`config.mk`:
```
export PLATFORM = sky130hd
export DESIGN_NAME = encoder_mmio_multi
export DESIGN_NICKNAME = d
export VERILOG_FILES = /design/src/rtl/encoder_pkg.sv /design/src/rtl/encoder_channel.sv /design/src/rtl/encoder_mmio_multi.sv
export SDC_FILE = /design/constraint.sdc
export NUM_CORES = 1
export LEC_CHECK = 0
export CORE_ASPECT_RATIO = 0.8
export CORE_MARGIN = 4
export CORE_UTILIZATION = 55
export DETAILED_ROUTE_END_ITERATION = 16
export DONT_BUFFER_PORTS = 1
export GPL_TIMING_DRIVEN = 1
export PLACE_DENSITY_LB_ADDON = 0.25
export SYNTH_ARGS = -nofsm -noshare
export SYNTH_HDL_FRONTEND = slang
export SYNTH_HIERARCHICAL = 1
export SYNTH_SLANG_ARGS = --single-unit
export TNS_END_PERCENT = 10
```
`constraint.sdc`:
```
create_clock -name clk -period 6.85 [get_ports clk]
set_input_delay 1.0275 -clock clk [delete_from_list [all_inputs] [get_ports clk]]
set_output_delay 1.0275 -clock clk [all_outputs]
set_load 0.01 [all_outputs]
```
`src/rtl/encoder_pkg.sv`:
```
// ---------------------------------------------------------------------------
// encoder_pkg
//  Shared definitions for the multi-channel quadrature encoder peripheral:
//  global register offsets, per-channel window (base 0x20, stride 0x10) and
//  the offsets inside it, STATUS / IRQ_STATUS bit positions, the x4 step
//  classification and the Gray-code helpers used by the decoder.
// ---------------------------------------------------------------------------
package encoder_pkg;

    // Global registers (byte offsets, low address byte only)
    localparam logic [7:0] REG_CTRL       = 8'h00;
    localparam logic [7:0] REG_CLR        = 8'h04;
    localparam logic [7:0] REG_IRQ_STATUS = 8'h08;
    localparam logic [7:0] REG_IRQ_MASK   = 8'h0C;

    // Channel n occupies CH_BASE + CH_STRIDE*n; stride is one address nibble
    localparam logic [7:0] CH_BASE   = 8'h20;
    localparam logic [7:0] CH_STRIDE = 8'h10;

    localparam logic [3:0] CH_OFF_POS    = 4'h0;
    localparam logic [3:0] CH_OFF_VEL    = 4'h4;
    localparam logic [3:0] CH_OFF_STATUS = 4'h8;
    localparam logic [3:0] CH_OFF_CMP    = 4'hC;

    // Bit positions
    localparam int STATUS_DIR_BIT = 0;
    localparam int STATUS_ERR_BIT = 1;
    localparam int IRQ_ERR_BASE   = 0;
    localparam int IRQ_CMP_BASE   = 16;

    typedef enum logic [1:0] {
        STEP_NONE    = 2'd0,
        STEP_FWD     = 2'd1,
        STEP_REV     = 2'd2,
        STEP_ILLEGAL = 2'd3
    } step_e;

    // Forward Gray sequence on {A,B}: 00 -> 01 -> 11 -> 10 -> 00
    function automatic logic [1:0] gray_next(input logic [1:0] ab);
        case (ab)
            2'b00:   return 2'b01;
            2'b01:   return 2'b11;
            2'b11:   return 2'b10;
            default: return 2'b00;
        endcase
    endfunction

    // A single-bit change that is not the forward successor must be a reverse step
    function automatic step_e decode_step(input logic [1:0] prev, input logic [1:0] cur);
        if (cur == prev)
            return STEP_NONE;
        else if ((cur ^ prev) == 2'b11)
            return STEP_ILLEGAL;
        else if (cur == gray_next(prev))
            return STEP_FWD;
        else
            return STEP_REV;
    endfunction

endpackage

```
`src/rtl/encoder_channel.sv`:
```
// ---------------------------------------------------------------------------
// encoder_channel
//  One quadrature channel: 2-FF synchroniser per pin, previous-state register,
//  x4 decode, signed wrapping position, windowed saturating velocity,
//  direction, sticky illegal-transition error and optional compare.
//
//  Configuration macro: ENC_MMIO_COMPARE_EN (compare register + event).
//
//  Ports
//   clk_i, rst_i       clock, asynchronous active-high reset
//   en_i               channel enable (counting only; pins always tracked)
//   clr_i              clear-position pulse, wins over a same-cycle step
//   win_end_i          last cycle of the shared velocity window
//   err_clr_i          clear sticky error (a same-cycle error still sets it)
//   cmp_we_i/wdata_i   compare register write
//   enc_a_i, enc_b_i   raw asynchronous encoder pins
//   pos_o, vel_o       position / velocity, sign-extended to 32 bits
//   cmp_o              compare register (0 when compare is not built)
//   dir_o, err_o       direction (1 = forward), sticky error
//   err_evt_o          one-cycle illegal-transition event
//   cmp_evt_o          one-cycle compare-match event
// ---------------------------------------------------------------------------
module encoder_channel
    import encoder_pkg::*;
#(
    parameter int POS_W = 32,
    parameter int VEL_W = 16
) (
    input  logic        clk_i,
    input  logic        rst_i,
    input  logic        en_i,
    input  logic        clr_i,
    input  logic        win_end_i,
    input  logic        err_clr_i,
    input  logic        cmp_we_i,
    input  logic [31:0] cmp_wdata_i,
    input  logic        enc_a_i,
    input  logic        enc_b_i,
    output logic [31:0] pos_o,
    output logic [31:0] vel_o,
    output logic [31:0] cmp_o,
    output logic        dir_o,
    output logic        err_o,
    output logic        err_evt_o,
    output logic        cmp_evt_o
);

    // Saturation limit +/-(2^(VEL_W-1)-1), held one bit wider than the register
    localparam logic [63:0]        VMAX64 = (64'd1 << (VEL_W - 1)) - 64'd1;
    localparam logic signed [VEL_W:0] VMAX = $signed(VMAX64[VEL_W:0]);

    logic [1:0]              a_sync_q, b_sync_q;   // [0] first stage, [1] second
    logic [1:0]              prev_q;
    logic [1:0]              cur;
    step_e                   step_kind;
    logic signed [1:0]       step;

    logic [POS_W-1:0]        pos_q, pos_d, pos_step;
    logic signed [VEL_W-1:0] acc_q, acc_d, vel_q, vel_d;
    logic signed [VEL_W:0]   acc_sum, acc_sat;
    logic                    dir_q, dir_d;
    logic                    err_q, err_d;

    assign cur       = {a_sync_q[1], b_sync_q[1]};
    assign step_kind = decode_step(prev_q, cur);

    // Disabled channels decode nothing, so a re-enable never sees a stale edge:
    // prev_q keeps following the pins regardless of enable.
    always_comb begin
        step = 2'sd0;
        if (en_i) begin
            case (step_kind)
                STEP_FWD: step = 2'sd1;
                STEP_REV: step = -2'sd1;
                default:  step = 2'sd0;
            endcase
        end
    end

    assign err_evt_o = en_i && (step_kind == STEP_ILLEGAL);

    always_comb begin
        pos_step = pos_q + POS_W'(step);
        pos_d    = pos_q;
        if (clr_i)
            pos_d = '0;
        else if (step != 2'sd0)
            pos_d = pos_step;
    end

    always_comb begin
        dir_d = dir_q;
        if (step != 2'sd0)
            dir_d = (step_kind == STEP_FWD);
        err_d = err_evt_o | (err_q & ~err_clr_i);
    end

    // Velocity: the window-end cycle's own step is included in the sample
    always_comb begin
        acc_sum = (VEL_W+1)'(acc_q) + (VEL_W+1)'(step);
        if (acc_sum > VMAX)
            acc_sat = VMAX;
        else if (acc_sum < -VMAX)
            acc_sat = -VMAX;
        else
            acc_sat = acc_sum;
        acc_d = en_i ? acc_sat[VEL_W-1:0] : '0;
        vel_d = vel_q;
        if (win_end_i) begin
            vel_d = acc_d;
            acc_d = '0;
        end
    end

    always_ff @(posedge clk_i or posedge rst_i) begin
        if (rst_i) begin
            a_sync_q <= '0;
            b_sync_q <= '0;
            prev_q   <= '0;
            pos_q    <= '0;
            acc_q    <= '0;
            vel_q    <= '0;
            dir_q    <= 1'b0;
            err_q    <= 1'b0;
        end else begin
            a_sync_q <= {a_sync_q[0], enc_a_i};
            b_sync_q <= {b_sync_q[0], enc_b_i};
            prev_q   <= cur;
            pos_q    <= pos_d;
            acc_q    <= acc_d;
            vel_q    <= vel_d;
            dir_q    <= dir_d;
            err_q    <= err_d;
        end
    end

    assign pos_o = 32'($signed(pos_q));
    assign vel_o = 32'(vel_q);
    assign dir_o = dir_q;
    assign err_o = err_q;

`ifdef ENC_MMIO_COMPARE_EN
    logic [31:0] cmp_q;

    always_ff @(posedge clk_i or posedge rst_i) begin
        if (rst_i)
            cmp_q <= '0;
        else if (cmp_we_i)
            cmp_q <= cmp_wdata_i;
    end

    assign cmp_o     = cmp_q;
    // Fires only when a counted step lands on the compare value
    assign cmp_evt_o = !clr_i && (step != 2'sd0) && (pos_step == cmp_q[POS_W-1:0]);
`else
    logic unused_cmp;
    assign unused_cmp = ^{cmp_we_i, cmp_wdata_i};
    assign cmp_o      = '0;
    assign cmp_evt_o  = 1'b0;
`endif

endmodule

```
`src/rtl/encoder_mmio_multi.sv`:
```
// ---------------------------------------------------------------------------
// encoder_mmio_multi
//  Multi-channel x4 quadrature encoder peripheral on the CPU MMIO bus.
//  Top level holds the shared velocity window counter, bus decode, CTRL,
//  IRQ_STATUS / IRQ_MASK, the registered read mux and the irq output.
//
//  Configuration macro: ENC_MMIO_COMPARE_EN (per-channel COMPARE register and
//  IRQ_STATUS[16+n] compare events). Undefined: COMPARE reads 0 and the upper
//  IRQ_STATUS half stays 0.
//
//  Bus semantics: bus_we / bus_re are single-cycle strobes with no handshake
//  (always accepted). A write takes effect at the edge that samples bus_we;
//  a read loads bus_rdata at the edge that samples bus_re, and bus_rdata
//  holds its value otherwise.
//
//  Ports
//   clk, reset            clock, asynchronous active-high reset
//   bus_addr[31:0]        byte address, bits [7:0] decoded
//   bus_we, bus_re        write / read strobes
//   bus_wdata[31:0]       write data
//   bus_rdata[31:0]       registered read data
//   enc_a, enc_b[NCH-1:0] asynchronous encoder pins
//   irq                   registered |(IRQ_STATUS & IRQ_MASK)
//
//  With 8 decoded address bits, channels 14 and 15 (NCH = 15/16) fall outside
//  the map: they still count and raise IRQ_STATUS but have no bus window.
// ---------------------------------------------------------------------------
module encoder_mmio_multi
    import encoder_pkg::*;
#(
    parameter int NCH        = 4,
    parameter int POS_W      = 32,
    parameter int VEL_W      = 16,
    parameter int VEL_WINDOW = 1000
) (
    input  logic           clk,
    input  logic           reset,
    input  logic [31:0]    bus_addr,
    input  logic           bus_we,
    input  logic           bus_re,
    input  logic [31:0]    bus_wdata,
    output logic [31:0]    bus_rdata,
    input  logic [NCH-1:0] enc_a,
    input  logic [NCH-1:0] enc_b,
    output logic           irq
);

    localparam int WIN_W = $clog2(VEL_WINDOW);

    logic [WIN_W-1:0] win_cnt_q, win_cnt_d;
    logic             win_end;

    logic [NCH-1:0]   ctrl_q, ctrl_d;
    logic [31:0]      mask_q, mask_d;
    logic [31:0]      status_q, status_d;
    logic [31:0]      rdata_q, rdata_d;
    logic             irq_q, irq_d;

    logic [7:0]       addr;
    logic [3:0]       slot;
    logic [3:0]       ch_off;
    logic             ch_hit;
    logic [31:0]      w1c;
    logic [31:0]      irq_set;
    logic [31:0]      rd_val;
    logic             unused_addr;

    logic [NCH-1:0]   clr_vec, ch_err_clr, ch_cmp_we;
    logic [NCH-1:0]   ch_dir, ch_err, ch_err_evt, ch_cmp_evt;
    logic [31:0]      ch_pos [NCH];
    logic [31:0]      ch_vel [NCH];
    logic [31:0]      ch_cmp [NCH];

    assign addr        = bus_addr[7:0];
    assign unused_addr = ^bus_addr[31:8];
    assign slot        = addr[7:4] - CH_BASE[7:4];
    assign ch_off      = addr[3:0];
    assign ch_hit      = (addr[7:4] >= CH_BASE[7:4]) && (int'(slot) < NCH);

    // Shared free-running velocity window
    assign win_end   = (win_cnt_q == WIN_W'(VEL_WINDOW - 1));
    assign win_cnt_d = win_end ? '0 : win_cnt_q + 1'b1;

    // Write decode
    always_comb begin
        ctrl_d     = ctrl_q;
        mask_d     = mask_q;
        clr_vec    = '0;
        w1c        = '0;
        ch_err_clr = '0;
        ch_cmp_we  = '0;
        if (bus_we) begin
            case (addr)
                REG_CTRL:       ctrl_d  = bus_wdata[NCH-1:0];
                REG_CLR:        clr_vec = bus_wdata[NCH-1:0];
                REG_IRQ_STATUS: w1c     = bus_wdata;
                REG_IRQ_MASK:   mask_d  = bus_wdata;
                default:        ;
            endcase
            if (ch_hit) begin
                for (int n = 0; n < NCH; n++) begin
                    if (slot == 4'(n)) begin
                        if (ch_off == CH_OFF_STATUS)
                            ch_err_clr[n] = bus_wdata[STATUS_ERR_BIT];
                        if (ch_off == CH_OFF_CMP)
                            ch_cmp_we[n] = 1'b1;
                    end
                end
            end
        end
    end

    // IRQ status: a new event wins over a same-cycle write-1-to-clear
    always_comb begin
        irq_set = '0;
        for (int n = 0; n < NCH; n++) begin
            irq_set[IRQ_ERR_BASE + n] = ch_err_evt[n];
            irq_set[IRQ_CMP_BASE + n] = ch_cmp_evt[n];
        end
        status_d = irq_set | (status_q & ~w1c);
        irq_d    = |(status_q & mask_q);
    end

    // Read mux
    always_comb begin
        rd_val = '0;
        case (addr)
            REG_CTRL:       rd_val = 32'(ctrl_q);
            REG_IRQ_STATUS: rd_val = status_q;
            REG_IRQ_MASK:   rd_val = mask_q;
            default:        ;
        endcase
        if (ch_hit) begin
            for (int n = 0; n < NCH; n++) begin
                if (slot == 4'(n)) begin
                    case (ch_off)
                        CH_OFF_POS:    rd_val = ch_pos[n];
                        CH_OFF_VEL:    rd_val = ch_vel[n];
                        CH_OFF_STATUS: rd_val = {30'b0, ch_err[n], ch_dir[n]};
                        CH_OFF_CMP:    rd_val = ch_cmp[n];
                        default:       ;
                    endcase
                end
            end
        end
        rdata_d = bus_re ? rd_val : rdata_q;
    end

    always_ff @(posedge clk or posedge reset) begin
        if (reset) begin
            win_cnt_q <= '0;
            ctrl_q    <= '0;
            mask_q    <= '0;
            status_q  <= '0;
            rdata_q   <= '0;
            irq_q     <= 1'b0;
        end else begin
            win_cnt_q <= win_cnt_d;
            ctrl_q    <= ctrl_d;
            mask_q    <= mask_d;
            status_q  <= status_d;
            rdata_q   <= rdata_d;
            irq_q     <= irq_d;
        end
    end

    assign bus_rdata = rdata_q;
    assign irq       = irq_q;

    for (genvar g = 0; g < NCH; g++) begin : g_ch
        encoder_channel #(
            .POS_W (POS_W),
            .VEL_W (VEL_W)
        ) u_ch (
            .clk_i       (clk),
            .rst_i       (reset),
            .en_i        (ctrl_q[g]),
            .clr_i       (clr_vec[g]),
            .win_end_i   (win_end),
            .err_clr_i   (ch_err_clr[g]),
            .cmp_we_i    (ch_cmp_we[g]),
            .cmp_wdata_i (bus_wdata),
            .enc_a_i     (enc_a[g]),
            .enc_b_i     (enc_b[g]),
            .pos_o       (ch_pos[g]),
            .vel_o       (ch_vel[g]),
            .cmp_o       (ch_cmp[g]),
            .dir_o       (ch_dir[g]),
            .err_o       (ch_err[g]),
            .err_evt_o   (ch_err_evt[g]),
            .cmp_evt_o   (ch_cmp_evt[g])
        );
    end

endmodule

```
==> flow_summary.yaml, run 1 <==
sta:
  rsz0062_at_grt: "false"
  fmax_mhz: 203
  setup_viol: 0
  relSlewSlack_pct: 3.48
  hold_viol: 0
  worst_pin_slew_ns: 1.44
  fin_skew_ns: 0.0433
  fin_tns_setup_ns: 0
  fin_crit_sh_pct: 71.8
  final_max_slew_viol_count: 0
  finalCriticalPeriod_ns: 4.91
clock_tree:
  path_clk_slew_ns: 0.06
  cts_max_level: 2
  clk_latency_ns: 0.61
  cts_buffer_depth: 3
  root_buffer: "clkbuf_16"
  postCtsSetupBuffers: 0
  cts_sinks: 399
  ctsResizeCount: 0
  cts_tree: "yes"
  numCtsBuffers: 45
  ctsHoldBuffers: 0
finish:
  antenna_cells: 0
  syn_to_final_growth_pct: 3.55
  multi_input_area_sq_um: 19300
  drive_gt1_share_pct: 8.85
  seq_area_sq_um: 9980
  instances_no_fill: 4242
  fin_nets: 3734
  fillers: 5104
detailed_routing:
  drt-wirelength-per-cell_um: 21.0
  viasPerCell: 6.17
  drt_iter0_markers: 2853
  first_pass_iters: 5
  num_vias: 26200
  drc_errors: 0
  antenna_left: 0
  routed_wl_um: 89100
pwr:
  p_per_area_nw_per_um2: 248
  switching_share_pct: 35.1
  ir_worst_vdd_uv: 180
  power.internal_uw: 5240
  comb_power_share_pct: 28.6
  p_clk_share_pct: 32.8
  seq_power_share_pct: 38.6
  power_switching_uw: 2830
  p_leak_uw: 0.0151
worst_hold_path:
  whs_path_depth: 0
  min-delay-start: "g_ch[0].u_ch/a_sync_q[0]$_DFF_PP0_"
  hold_end: "g_ch[0].u_ch/a_sync_q[1]$_DFF_PP0_"
  worstHoldPathType: "reg -> reg"
logic_synthesis:
  netlist_instances: 3594
  avgSynthCellArea_sq_um: 8.74
  synth_area_sq_um: 31400
  ys_warn_count: 6
worst_setup_path:
  path_max_fanout: 21
  reg2regPathDepth: 15
  reg2reg_to: "g_ch[3].u_ch/vel_q[9]$_DFFE_PP0P_"
  crit_chain: "xor2_1 -> ha_1 -> nor2_1 -> nand3_1 -> clkinv_1 -> ha_1 -> o21ai_0 -> a21oi_1 -> a41oi_2 -> a21o_1 -> o41a_4 -> xnor2_4 -> nor2_2 -> nor2b_1 -> o31ai_1"
  crit_arrival_ns: 5.43
  critPathKind: "reg -> reg"
  slowest_stage: "nor2_2"
  cp-end-kind: "flop"
  cp.required_ns: 7.36
  r2r_slack_ns: 1.94
  crit_path_frequent_cell: "ha_1"
  start_kind: "flop"
  crit-reg2reg-launch: "g_ch[3].u_ch/a_sync_q[1]$_DFF_PP0_"
  cpPeakStageDelay_ns: 0.67
placed_design:
  place.gp.congestion: 1.03
  portBuffers: 0
  dp_hpwl_um: 64200
  placed_cells: 4160
floorplanning:
  rows: 78
  core_sq_um: 56600
  boundaryPins: 109
  fp.dieW_um: 275
  start_util_pct: 55.5
  die_y_um: 222
  dieArea_sq_um: 61000
status:
  status: "finished, final reports clean"
grt:
  track_usage_pct: 28.5
  grt_max_degree: 183
  antenna_found_initial: 1
  grt_pass1_vias: 23800
  grt_pass1_wl_um: 139000
  globalRouteOverflowTotal: 0
run:
  drv_cap: 0
-- critical path, delay by kind of cell, from the launching register on --
family                     cells  cell delay [ns]
adders and majority gates      2             0.83
xor gates and xnor gates       2             0.43
and+or+nand+nor                4             1.05
AOI/OAI and AO/OA              6             1.56
buffers and inverters          1             0.53
DFF                            1             0.41
-- state kept, by name, indices dropped and copies added, names as in the netlist --
name                cells
g_ch.u_ch/b_sync_q      8
g_ch.u_ch/vel_q        64
bus_rdata              32
ctrl_q                  4
g_ch.u_ch/a_sync_q      8
win_cnt_q              10
g_ch.u_ch/err_o         4
g_ch.u_ch/dir_o         4
irq                     1
g_ch.u_ch/pos_o       128
g_ch.u_ch/prev_q        8
status_q               32
mask_q                 32
g_ch.u_ch/acc_q        64
-- cells in the final DEF (no fill, tap or decap), types with 45 or more instances in the layout --
master	count
a211oi_1	51
a21o_1	71
a21oi_1	314
a31oi_1	55
clkbuf_16	45
conb_1	132
dfrtp_1	399
ha_1	203
inv_1	117
mux2_2	58
mux2i_1	109
nand2_1	359
nand3_1	74
nor2_1	253
nor2b_1	47
nor3_1	53
o21ai_0	181
xnor2_1	108
xor2_1	51
-- layout make-up --
type	count	share of cell area (%)
tap	760	2.92
timing repair buffer	36	0.831
multi-input combinational	2841	59.2
sequential	399	30.7
clock buffer	61	4.01
clock inverter	21	0.915
inverter	124	1.44
-- power groups by stage --
| stage | Sequential [uW] | Combinational (uW) | Clock [uW] |
|---|---|---|---|
| 5_1_grt | 3170 | 2580 | 2780 |
| 2_1_floorplan | 2980 | 1900 | 0 |
| 3_5_place_dp | 3150 | 2260 | 0 |
| 3_3_place_gp | 3140 | 2230 | 0 |
| 4_1_cts | 3110 | 2280 | 2690 |
| 6_report | 3120 | 2310 | 2640 |
-- per-stage QoR --
stage	utilization [%]	hold WS (ns)	instance area (sq um)	power [uW]	setup WS, ns
after floorplan	-	0.331	31900	4880	2.02
after global placement	54.7	0.332	30900	5370	2.03
after detailed placement	54.7	0.337	30900	5410	1.95
after CTS	57.5	0.351	32500	8080	1.94
after global routing	57.5	0.354	32500	8530	1.53
final	57.5	0.348	32500	8070	1.94
-- metal layers --
metal,global-route usage [%],share of wire [%],vias up
met2,38.6,40,912
met4,6.56,2.2,0
met3,7.68,9.7,122
li1,-,-,12500
met5,0,0,-
met1,44.7,48,12600
-- worst max-delay path by stage --
stage                                       startpoint                           endpoint  cells past startpoint
detailed placement  g_ch[3].u_ch/a_sync_q[1]$_DFF_PP0_  g_ch[3].u_ch/vel_q[9]$_DFFE_PP0P_                     15
global placement    g_ch[3].u_ch/a_sync_q[1]$_DFF_PP0_  g_ch[3].u_ch/vel_q[9]$_DFFE_PP0P_                     15
finish              g_ch[3].u_ch/a_sync_q[1]$_DFF_PP0_  g_ch[3].u_ch/vel_q[9]$_DFFE_PP0P_                     15
CTS                 g_ch[3].u_ch/a_sync_q[1]$_DFF_PP0_  g_ch[3].u_ch/vel_q[9]$_DFFE_PP0P_                     15
floorplan             g_ch[0].u_ch/prev_q[0]$_DFF_PP0_  g_ch[0].u_ch/vel_q[0]$_DFFE_PP0P_                     15
global route        g_ch[3].u_ch/a_sync_q[1]$_DFF_PP0_  g_ch[3].u_ch/vel_q[9]$_DFFE_PP0P_                     15
(Power assumes the default switching activity.)
==> inputs of run 2 (changes only) <==
clock period = 4.9 ns   (was 6.85 ns; I/O delays follow)
==> run 2 against run 1 <==
Against the previous run:
- power grew 42%
- global-route usage rose by 0.11 points
- combinational power rose by 41%
- highest routed layer is now met5
- final cell count is 0.35% higher
- critical path type unchanged
- first-iteration DRC count grew 9.4%
==> flow_summary.yaml, run 2 (synthesis gave the netlist of run 1 again) <==
sta:
  fin_skew_ns: 0.0457
  finalCriticalPeriod_ns: 4.55
  rsz0062_at_grt: "false"
  worst_pin_slew_ns: 1.15
  relSlewSlack_pct: 22.6
  fmax_mhz: 220
  fin_tns_setup_ns: 0
  setup_viol: 0
  fin_crit_sh_pct: 92.9
  hold_viol: 0
  final_max_slew_viol_count: 0
detailed_routing:
  drt_iter0_markers: 3122
  first_pass_iters: 7
  routed_wl_um: 89700
  num_vias: 26300
  antenna_left: 0
  drt-wirelength-per-cell_um: 21.1
  drc_errors: 0
  viasPerCell: 6.17
run:
  drv_cap: 0
clock_tree:
  postCtsSetupBuffers: 0
  numCtsBuffers: 46
  cts_tree: "yes"
  clk_latency_ns: 0.61
  root_buffer: "clkbuf_16"
  cts_sinks: 399
  cts_max_level: 2
  path_clk_slew_ns: 0.06
  cts_buffer_depth: 3
placed_design:
  place.gp.congestion: 1.00
  dp_hpwl_um: 65200
  placed_cells: 4172
  portBuffers: 0
worst_setup_path:
  start_kind: "flop"
  path_max_fanout: 17
  cp.required_ns: 5.35
  cp-end-kind: "flop"
  reg2regPathDepth: 17
  critPathKind: "reg -> reg"
  crit_arrival_ns: 5.00
pwr:
  comb_power_share_pct: 28.3
  p_clk_share_pct: 33.9
  p_leak_uw: 0.0152
  power.internal_uw: 7500
  p_per_area_nw_per_um2: 351
  ir_worst_vdd_uv: 291
  seq_power_share_pct: 37.8
  power_switching_uw: 3990
  power_uw: 11500
  switching_share_pct: 34.8
floorplanning:
  start_util_pct: 55.5
  die_y_um: 222
  dieArea_sq_um: 61000
  fp.dieW_um: 275
  core_sq_um: 56600
  rows: 78
  boundaryPins: 109
grt:
  globalRouteOverflowTotal: 0
  grt_pass1_vias: 23800
  grt_max_degree: 183
  track_usage_pct: 28.6
  antenna_found_initial: 4
  grt_pass1_wl_um: 140000
finish:
  antenna_cells: 0
  fin_nets: 3748
  instances_no_fill: 4257
  largest_register_ffs: 128
  fin_util_pct: 57.9
  layout_commonest_cell: "dfrtp_1"
  fillers: 5062
  drive_gt1_share_pct: 9.24
  syn_to_final_growth_pct: 4.30
  final_cell_mix: "dfrtp_1 (399), nand2_1 (359), a21oi_1 (314)"
status:
  status: "finished, final reports clean"
worst_hold_path:
  worstHoldPathType: "in -> async"
## run 2: changes by cell type in the layout (fill, tap and decap cells not counted), moves of 2 or more
cell	previous run	this run
buf_4	36	45
clkbuf_8	12	3
clkinv_4	1	6
bufinv_16	6	10
buf_12	0	3
clkbuf_16	45	47
clkinv_8	2	0
inv_6	1	3
## run 2: cell type report
type                       instances  area, sq um  area share [%]
inverter                         124          468            1.43
timing repair buffer              49          408            1.24
sequential                       399         9980            30.5
tap                              760          951            2.90
multi-input combinational       2841        19300            58.8
clock buffer                      54         1230            3.76
clock inverter                    30          462            1.41
## run 2: per-layer routing
layer	global-route usage, %	part of all wire, %	vias up
met5	0	0.014	-
met4	7.10	2.4	2
li1	-	-	12500
met3	7.11	9.8	124
met2	38.0	39	963
met1	45.7	49	12600
## run 2: timing repair
action / 4_1_cts / 5_1_grt
setup endpoints to repair: 0 / 1
resized for setup: 0 / 1
hold buffers: 1 / 0
endpoints found under the hold margin: 9 / 0
## run 2: path summary, 6_finish.rpt
path	start	to	slack, ns
worst max-delay path	g_ch[2].u_ch/prev_q[0]$_DFF_PP0_	g_ch[2].u_ch/vel_q[11]$_DFFE_PP0P_	0.35
worst min-delay path	reset	g_ch[2].u_ch/pos_o[29]$_DFFE_PP0P_	0.13
worst max register to register	g_ch[2].u_ch/prev_q[0]$_DFF_PP0_	g_ch[2].u_ch/vel_q[11]$_DFFE_PP0P_	0.35
worst min register to register	g_ch[1].u_ch/b_sync_q[0]$_DFF_PP0_	g_ch[1].u_ch/b_sync_q[1]$_DFF_PP0_	0.32
max in group asynchronous	reset	g_ch[0].u_ch/pos_o[16]$_DFFE_PP0P_	3.28
min in group clk	enc_a[3]	g_ch[3].u_ch/a_sync_q[0]$_DFF_PP0_	0.15
## run 2: stage by stage
step           area (sq um)  hold WS [ns]  worst slack [ns]
6_report              32800         0.134             0.350
5_1_grt               32800         0.138            0.0594
4_1_cts               32800         0.123             0.375
3_5_place_dp          31100         0.335             0.417
3_3_place_gp          31100         0.332             0.504
2_1_floorplan         31900         0.331            0.0712
## run 2: power groups by stage
stage               clock, uW  combinational (uW)  sequential (uW)
detailed placement          0                3180             4380
floorplan                   0                2650             4170
CTS                      3950                3200             4320
global route             4090                3640             4400
global placement            0                3140             4370
finish                   3900                3260             4340
## run 2: worst max-delay path: stages (launching register included)
cell      delay (ns)
dfrtp_1         0.40
xnor2_1         0.22
inv_1           0.09
ha_1            0.22
nor2_1          0.13
nand3_1         0.22
inv_1           0.46
buf_4           0.36
ha_1            0.28
a21o_1          0.17
a21oi_2         0.18
o21bai_1        0.11
a21oi_2         0.32
nor3_1          0.11
o22a_1          0.23
mux2_4          0.36
and2_1          0.27
a211o_1         0.31
